[config.mk]
export PLATFORM = sky130hd
export DESIGN_NAME = slave_receiver
export DESIGN_NICKNAME = d
export VERILOG_FILES = /design/src/rtl/slave_receiver.sv
export SDC_FILE = /design/constraint.sdc
export NUM_CORES = 1
export LEC_CHECK = 0
export ABC_AREA = 1
export BUFFER_PORTS_ARGS = -buffer_cell sky130_fd_sc_hd__buf_2
export CORE_ASPECT_RATIO = 0.9
export CORE_MARGIN = 1.5
export CORE_UTILIZATION = 39
export DETAILED_ROUTE_END_ITERATION = 12
export PLACE_DENSITY_LB_ADDON = 0.08
export SLEW_MARGIN = 20
export SYNTH_ARGS = -nofsm -noshare
export SYNTH_HDL_FRONTEND = slang
export SYNTH_SLANG_ARGS = --single-unit
export TNS_END_PERCENT = 1
[constraint.sdc]
create_clock -name clk -period 3.4 [get_ports clk]
set_clock_uncertainty 0.15 [all_clocks]
set_input_delay 0.17 -clock clk [delete_from_list [all_inputs] [get_ports clk]]
set_output_delay 0.17 -clock clk [all_outputs]
set_load 0.01 [all_outputs]
[src/rtl/slave_receiver.sv]
`default_nettype none
// ============================================================================
//  Module   : slave_receiver
//  Brief    : Serial frame receiver with START/STOP detection, LSB-first data.
//             Optional input synchronizer enabled by SLAVE_RECEIVER_SYNC_EN.
//  Revision : 1.0
// ============================================================================
module slave_receiver #(
  parameter int MESSAGE_LENGTH = 8
) (
  input  logic                      clk,
  input  logic                      rst,
  input  logic                      sda,
  input  logic                      scl,
  output logic [MESSAGE_LENGTH-1:0] data,
  output logic                      valid,
  output logic                      busy,
  output logic                      error
);

  localparam int c_CNT_W = $clog2(MESSAGE_LENGTH + 1);

  typedef enum logic [0:0] {
    S_IDLE = 1'b0,
    S_RECV = 1'b1
  } state_t;

  logic w_sda_s;
  logic w_scl_s;

`ifdef SLAVE_RECEIVER_SYNC_EN
  logic [1:0] r_sda_sync;
  logic [1:0] r_scl_sync;

  // Synchronizers preset high so the idle bus never looks like a START.
  always_ff @(posedge clk) begin
    if (rst) begin
      r_sda_sync <= 2'b11;
      r_scl_sync <= 2'b11;
    end else begin
      r_sda_sync <= {r_sda_sync[0], sda};
      r_scl_sync <= {r_scl_sync[0], scl};
    end
  end

  assign w_sda_s = r_sda_sync[1];
  assign w_scl_s = r_scl_sync[1];
`else
  assign w_sda_s = sda;
  assign w_scl_s = scl;
`endif

  state_t                    r_state;
  state_t                    w_state_next;
  logic [c_CNT_W-1:0]        r_cnt;
  logic [c_CNT_W-1:0]        w_cnt_next;
  logic [MESSAGE_LENGTH-1:0] r_shift;
  logic [MESSAGE_LENGTH-1:0] w_shift_next;
  logic [MESSAGE_LENGTH-1:0] r_data;
  logic                      r_valid;
  logic                      r_error;
  logic                      r_sda_p;
  logic                      r_scl_p;
  logic                      w_load;
  logic                      w_abort;
  logic                      w_start;
  logic                      w_stop;
  logic                      w_rise;

  assign w_start = r_scl_p & w_scl_s & r_sda_p & ~w_sda_s;
  assign w_stop  = r_scl_p & w_scl_s & ~r_sda_p & w_sda_s;
  assign w_rise  = ~r_scl_p & w_scl_s;

  always_ff @(posedge clk) begin
    if (rst) begin
      r_state <= S_IDLE;
      r_cnt   <= '0;
      r_shift <= '0;
      r_data  <= '0;
      r_valid <= 1'b0;
      r_error <= 1'b0;
      r_sda_p <= 1'b1;
      r_scl_p <= 1'b1;
    end else begin
      r_state <= w_state_next;
      r_cnt   <= w_cnt_next;
      r_shift <= w_shift_next;
      r_valid <= w_load;
      r_error <= w_abort;
      r_sda_p <= w_sda_s;
      r_scl_p <= w_scl_s;
      if (w_load) begin
        r_data <= w_shift_next;
      end
    end
  end

  always_comb begin
    w_state_next = r_state;
    w_cnt_next   = r_cnt;
    w_shift_next = r_shift;
    w_load       = 1'b0;
    w_abort      = 1'b0;
    case (r_state)
      S_IDLE: begin
        if (w_start) begin
          w_state_next = S_RECV;
          w_cnt_next   = '0;
        end
      end
      S_RECV: begin
        if (w_start) begin
          // Repeated start only counts as an abort once bits have arrived.
          w_abort    = (r_cnt != '0);
          w_cnt_next = '0;
        end else if (w_stop) begin
          w_abort      = 1'b1;
          w_state_next = S_IDLE;
        end else if (w_rise) begin
          for (int i = 0; i < MESSAGE_LENGTH; i++) begin
            if (r_cnt == c_CNT_W'(i)) begin
              w_shift_next[i] = w_sda_s;
            end
          end
          w_cnt_next = r_cnt + c_CNT_W'(1);
          if (r_cnt == c_CNT_W'(MESSAGE_LENGTH - 1)) begin
            w_load       = 1'b1;
            w_state_next = S_IDLE;
          end
        end
      end
      default: w_state_next = S_IDLE;
    endcase
  end

  assign data  = r_data;
  assign valid = r_valid;
  assign error = r_error;
  assign busy  = (r_state == S_RECV);

endmodule
`default_nettype wire

==> summary.md, run 1 <==
| Metric | Value |
|---|---|
| Status | completed |
| Syn Std Cell Area | 1170 µm² |
| Die W | ~60 µm |
| Reg2reg path depth | 6 |
| Total track usage | 16.4% |
| Internal power | between 400 and 500 µW |
| Pre-CTS setup slack | roughly 1.7 ns |
| Number of port buffers | 14 |
| Flop2flop setup slack | roughly 1.6 ns |
| Slew of the pin with the lowest slew margin | roughly 0.48 ns |
| Setup WS post-layout | 1.64 ns |
| Via Count | 988 |
| Crit path max-delay family | simple AND/OR/NAND/NOR gates |
| Share of the synthesized area in the top cell type | between 40% and 50% |
| Synthesized Nets | ~160 |
| Vias in the first global route | approximately 900 |
| Final non-filler cell total | ~210 |
| Cell depth of the worst setup path | 6 |
| Normalized max-slew margin | approximately 68% |
| Met2 Resource Use GR | a little over a quarter |
| Die ar. | 3350 µm² |
| Max-Cap Viols | 0 |
| Syn Area/Cell | 7.57 µm² |
| Buffers & Inverters on Critical Path | 0 |
| Reg2reg end | r_cnt[3] |
| Placed cells | 204 |
| Worst Path Arrival | 1.86 ns |
| # diodes | 0 |
| First-pass GRT wire length | roughly 4.0 mm |
| Met3 usage | 5.58% |
| Initial Utilization | between 40% and 50% |
| Most frequent cells in the layout | dfxtp_1 (24), nand2_1 (23), nor2_1 (21), nand3_1 (17), buf_2 (14) |
| # rows | 18 |
| Area of the core | about 2800 µm² |
| Setup CP Type | flip-flop to flip-flop |
| Htree depth | 1 |
| Global Route met1 Usage | a little over a fifth |
| GR peak layer | met2 |
| Crit-path max cell delay | around 0.43 ns |
| CP startpoint kind | flip-flop |
| Min-Delay Path Depth | 3 |
| Worst Path Required | 3.50 ns |
| Design Power | 523 µW |
| Min-Delay Path Class | input pin to flip-flop |
| Final period utilization | around half |
| Worst r2r src | r_scl_p |
| Final global-route overflow total | 0 |
| CP max-delay cell | nand4_1 |
| Setup_tns | 0 ns |
| Final wirelength | roughly 2.4 mm |
| Post-CTS Hold Buffers | 0 |
| CTS resizes | 0 |
| Final min period | about 1.8 ns |
| Clock latency on the worst-skew pair | slightly above 0.3 ns |
| Hold Path Origin | sda |
| Die Y | 55.0 µm |
| Logic pwr share | under 10% |
| Worst vdd ir | approximately 0.24 mV |
| Synth area leader | dfxtp_1 |
| Mean number of vias per cell | between 4 and 5 |
| Avg WL per Cell | about 11 µm |
| CTS sink count | 24 |
| Initial antenna violation count | 0 |
| CP endpoint kind | flip-flop |
| Setup Fix Bufs, Post-CTS | 0 |
| Fin. max-slew vios | 0 |
| Seq pwr share | between 50 and 60% |
| Most area-consuming cells after synthesis | dfxtp_1 (41%), nand2_1 (7.4%), nand3_1 (7.2%), nor2_1 (6.7%), a21oi_1 (4.7%) |
| P&R area growth vs syn | 11.1% |
| Share of layout cells above drive strength 1 | 21.4% |
| # DRC | 0 |
| CP dominant cell by count | nand2_1 |
| LEAKAGE | 0.000585 µW |
| CP cell instances | nand4_1, nand3_1, nand2_1, nand2_1, nand2_1, a21oi_1 |
| Final setup fails | 0 |
| Post-synthesis sequential area ratio | around two fifths |
| Number of synthesized register bits | 24 |
| I/O pins | 15 |
| Dpl hpwl | 1.78 mm |
| Fin util | ~47% |
| GP Congestion | roughly 0.86 |
| Sw frac | a little over a fifth |
| Final net count | 177 |
| CTS tree | yes |
| Hold path endpoint | r_sda_p |
| Synth Instances | about 160 |
| Yosys warns | 0 |
| Worst-path clk slew | 0.13 ns |
| CTS Buffer Depth | 2 |
| F_max | around 570 MHz |
| Sw Pwr | roughly 110 µW |
| Clock power share | 39.1% |
| Pin count of the biggest net entering global routing | 17 |
| Unrepaired setup endpoints after global routing | false |
| Routed Antenna Nets | 0 |
| Initial DRC count | 38 |
| Netlist cell types | 27 |
| Setup crit start | r_scl_p |
| Pwr dens | around 400 nW/µm² |
| Cts bufs inserted | 3 |
| Drt first pass iters | 4 |
| Crit Path Max Fanout | 12 |
| Root Buffer | clkbuf_4 |
| Fin. Hold Viols | 0 |
| Most common library cell in the layout ignoring fill and taps | dfxtp_1 |
## sequential cells by signal (all words and copies together), names as in the netlist
| signal | count |
|---|---|
| error | 1 |
| busy | 1 |
| data | 8 |
| r_sda_p | 1 |
| r_shift | 7 |
| r_scl_p | 1 |
| r_cnt | 4 |
| valid | 1 |
## worst max path at each step
stage / end / slack [ns]
floorplan: data[5] / 2.04
global placement: r_cnt[2] / 1.81
detailed placement: r_cnt[3] / 1.71
CTS: r_cnt[3] / 1.68
global route: r_cnt[3] / 1.50
finish: r_cnt[3] / 1.64
## synth_stat cells
cell type  count
buf_8          1
a211oi_1       1
inv_4          1
nand2_2        3
a41oi_1        1
clkbuf_1       1
ha_1           4
nand4_1        8
nand3_4        1
or2_2          1
inv_2          7
inv_1         13
buf_4          1
nor2_1        21
o21ai_2        1
dfxtp_1       24
nor2_4         2
nor2_8         1
o21ai_0        7
buf_2          1
nand3_1       17
nor3_1         1
buf_6          1
nand2_1       23
a21oi_2        1
o21ai_1        1
a21oi_1       11
## cell type report
class,count,area (µm²)
clock buffers,3,22.5
clock inverters,1,30.0
fillers,300,1490
inverters,21,81.3
multi-input cells,105,569
flip-flops and latches,24,480
well taps,40,50.0
repair buffers,14,70.1
## power groups by stage
| stage | Sequential, µW | Combinational (µW) | Clock, µW |
|---|---|---|---|
| 6_report | 286 | 31.8 | 204 |
| 5_1_grt | 287 | 35.1 | 228 |
| 2_1_floorplan | 292 | 24.8 | 0 |
| 3_3_place_gp | 292 | 31.6 | 0 |
| 3_5_place_dp | 293 | 31.7 | 0 |
| 4_1_cts | 286 | 31.7 | 216 |
## routing by layer
metal	wire length [µm]	share of wire, %
met2	1060	45
met3	85	3.6
met1	1200	51
met5	0	0
met4	10	0.42
## cell families (layout without fill, tap and decap cells)
kind of cell	Yosys count	count (layout)	share of synthesized area [%]
flops	24	24	40.9
compound gates	23	23	11.0
simple gates	78	78	33.3
buf+inv	26	39	10.6
fa+ha+maj	4	4	4.26
## tightest hold or removal path, cell delays in order
cell and delay, ns:
buf_2 0.15, inv_2 0.08, nand2_1 0.06
## per-stage QoR
stage / area (µm²) / hold slack (ns)
final: 1300 / 0.0182
after detailed placement: 1250 / 0.327
after floorplan: 1170 / 0.0928
after CTS: 1300 / 0.000226
after global placement: 1250 / 0.312
after global routing: 1300 / 0.00209
No activity file was read; power rests on OpenSTA's default activity.
==> inputs of run 2 (changes only) <==
Clock period 3.4 ns to 1.52 ns, I/O delays scaled along.
==> run 2 against run 1 <==
  * Maximum frequency up 19%
  * Routed wire length up 18%
  * Combinational power grew to 3.0 times the previous value
  * Highest routed layer unchanged
  * Clock power is 66% higher
  * Largest power group unchanged
  * Via count is 13% higher
  * Cell count up 6.3%
  * Clock-buffer cell count increased by 1
==> summary.md, run 2 (synthesized netlist as in run 1, its figures left out) <==
| Metric | Value |
|---|---|
| P&R area growth vs syn | 25.7% |
| Die W | 60.8 µm (unchanged) |
| Final net count | 190 (+7.3%) |
| Cts bufs inserted | 3 (unchanged) |
| Mean number of vias per cell | 5.05 (+6.3%) |
| Pwr dens | 725 nW/µm² (+81%) |
| Internal power | 809 µW (+97%) |
| Htree depth | 1 (unchanged) |
| Fin util | 52.8% (+6.1 points) |
| Clock latency on the worst-skew pair | 0.32 ns (about the same) |
| Die ar. | 3350 µm² (unchanged) |
| Unrepaired setup endpoints after global routing | true |
| Die Y | 55.0 µm (unchanged) |
| Worst vdd ir | 0.713 mV (+200%) |
| I/O pins | 15 (unchanged) |
| Worst Path Arrival | 1.58 ns (-0.28 ns) |
| Initial Utilization | 42.0% (unchanged) |
| Sw frac | 24.4% (+3.0 points) |
| Number of fill cells | 287 (-4.3%) |
| CTS tree | yes |
| Setup WS post-layout | 0.0371 ns (-1.60 ns) |
| LEAKAGE | 0.000642 µW (+9.7%) |
| Max-Cap Viols | 0 (unchanged) |
| Clock power share | 31.7% (-7.4 points) |
| Routed Antenna Nets | 0 (unchanged) |
| Max reg flops | 8 (unchanged) |
| Final wirelength | 2.79 mm (+18%) |
| Normalized max-slew margin | 78.0% (+10 points) |
| Pre-CTS setup slack | 0.00511 ns (-1.71 ns) |
| Initial antenna violation count | 0 (unchanged) |
| FF/Latch Area | 493 µm² (+2.6%) |
| Total track usage | 16.5% (+0.11 points) |
| CP endpoint kind | flip-flop |
| Final global-route overflow total | 0 (unchanged) |
| Via Count | 1116 (+13%) |
| Root Buffer | clkbuf_4 |
| Worst Path Required | 1.62 ns (-1.88 ns) |
| CTS sink count | 24 (unchanged) |
| # DRC | 0 (unchanged) |
| Most frequent cells in the layout | nand2_1 (21), dfxtp_1 (20), nor2_1 (18), nand3_1 (16), buf_2 (13) |
| Area occupied by multi-input gates | 629 µm² (+11%) |
| Pin count of the biggest net entering global routing | 17 (unchanged) |
| Dpl hpwl | 1.85 mm (+4.2%) |
| Share of layout cells above drive strength 1 | 33.7% (+12 points) |
| # rows | 18 (unchanged) |
| Status | completed |
| Setup CP Type | flip-flop to flip-flop |
| Drt first pass iters | 4 (unchanged) |
| Slew of the pin with the lowest slew margin | 0.327 ns (-0.154 ns) |
| Avg WL per Cell | 12.6 µm (+11%) |
| Min-Delay Path Class | flip-flop to flip-flop |
| Final min period | 1.48 ns (-0.278 ns) |
| Design Power | 1070 µW (+100%) |
| Flop2flop setup slack | 0.04 ns (-1.60 ns) |
| # diodes | 0 (unchanged) |
| Fin. Hold Viols | 0 (unchanged) |
| Logic pwr share | 8.9% (+2.8 points) |
| Final period utilization | 97.6% (+46 points) |
| Final setup fails | 0 (unchanged) |
| CP startpoint kind | flip-flop |
| Crit Path Max Fanout | 8 (-4) |
| Initial DRC count | 52 (+37%) |
| Worst-path clk slew | 0.13 ns (about the same) |
| F_max | 674 MHz (+19%) |
| Sw Pwr | 260 µW (+130%) |
| Fin. max-slew vios | 0 (unchanged) |
| CTS Buffer Depth | 2 (unchanged) |
| Vias in the first global route | 866 (-1.6%) |
| Seq pwr share | 59.4% (+4.6 points) |
| Number of port buffers | 14 (unchanged) |
| GP Congestion | 0.838 (-2.8%) |
| First-pass GRT wire length | 4.12 mm (+2.9%) |
| Most common library cell in the layout ignoring fill and taps | nand2_1 |
| Area of the core | 2790 µm² (unchanged) |
==> run 2: repair_timing <==
action,4_1_cts,5_1_grt
gates cloned,0,1
endpoints found under the setup margin,2,14
hold endpoints to repair,14,0
hold buffers,3,0
setup buffers,0,7
pin swaps,0,5
resized for setup,3,26
==> run 2: final timing paths <==
kind | from | cells after the start | to
worst max register to register | r_scl_p | 8 | data[2]
worst max-delay path | r_scl_p | 8 | data[2]
worst min-delay path | data[7] | 2 | data[7]
worst min register to register | data[7] | 2 | data[7]
==> run 2: final cells by class <==
| cell class | count | share of cell area, % |
|---|---|---|
| Inverter | 21 | 6.02 |
| Sequential cell | 24 | 33.4 |
| Clock buffer | 4 | 2.46 |
| Timing Repair Buffer | 26 | 12.0 |
| Multi-Input combinational cell | 106 | 42.7 |
| Tap cell | 40 | 3.39 |
==> run 2: stage by stage <==
| step | std cells | hold WS [ns] | setup TNS, ns | instance area, µm² |
|---|---|---|---|---|
| detailed placement | 206 | 0.242 | 0 | 1270 |
| floorplan | 155 | -0.00124 | 0 | 1170 |
| global route | 221 | 0.392 | -0.126 | 1480 |
| CTS | 213 | 0.346 | 0 | 1340 |
| global placement | 206 | 0.253 | 0 | 1270 |
| finish | 221 | 0.345 | 0 | 1480 |
==> run 2: critical path: stages, from the launching register on <==
cell,delay [ns]
dfxtp_4,0.39
inv_4,0.08
nand2_2,0.08
inv_4,0.08
nand3_4,0.10
nor2_8,0.18
buf_4,0.13
o21ai_0,0.07
a21oi_1,0.16
==> run 2: layer usage <==
metal  vias up  part of all wire (%)  track usage [%]
li1        566                     -                -
met1       511                    47             24.0
met2        37                    46             25.1
met3         2                   6.8             4.42
met4         0                  0.57             2.17
met5         -                     0                0
==> run 2: power by group through the flow <==
stage | combinational [µW] | clock (µW) | sequential, µW
after floorplan | 55.6 | 0 | 654
after global placement | 77.4 | 0 | 652
after detailed placement | 76.3 | 0 | 652
after CTS | 82.5 | 352 | 639
after global routing | 104 | 377 | 636
final | 94.6 | 339 | 635
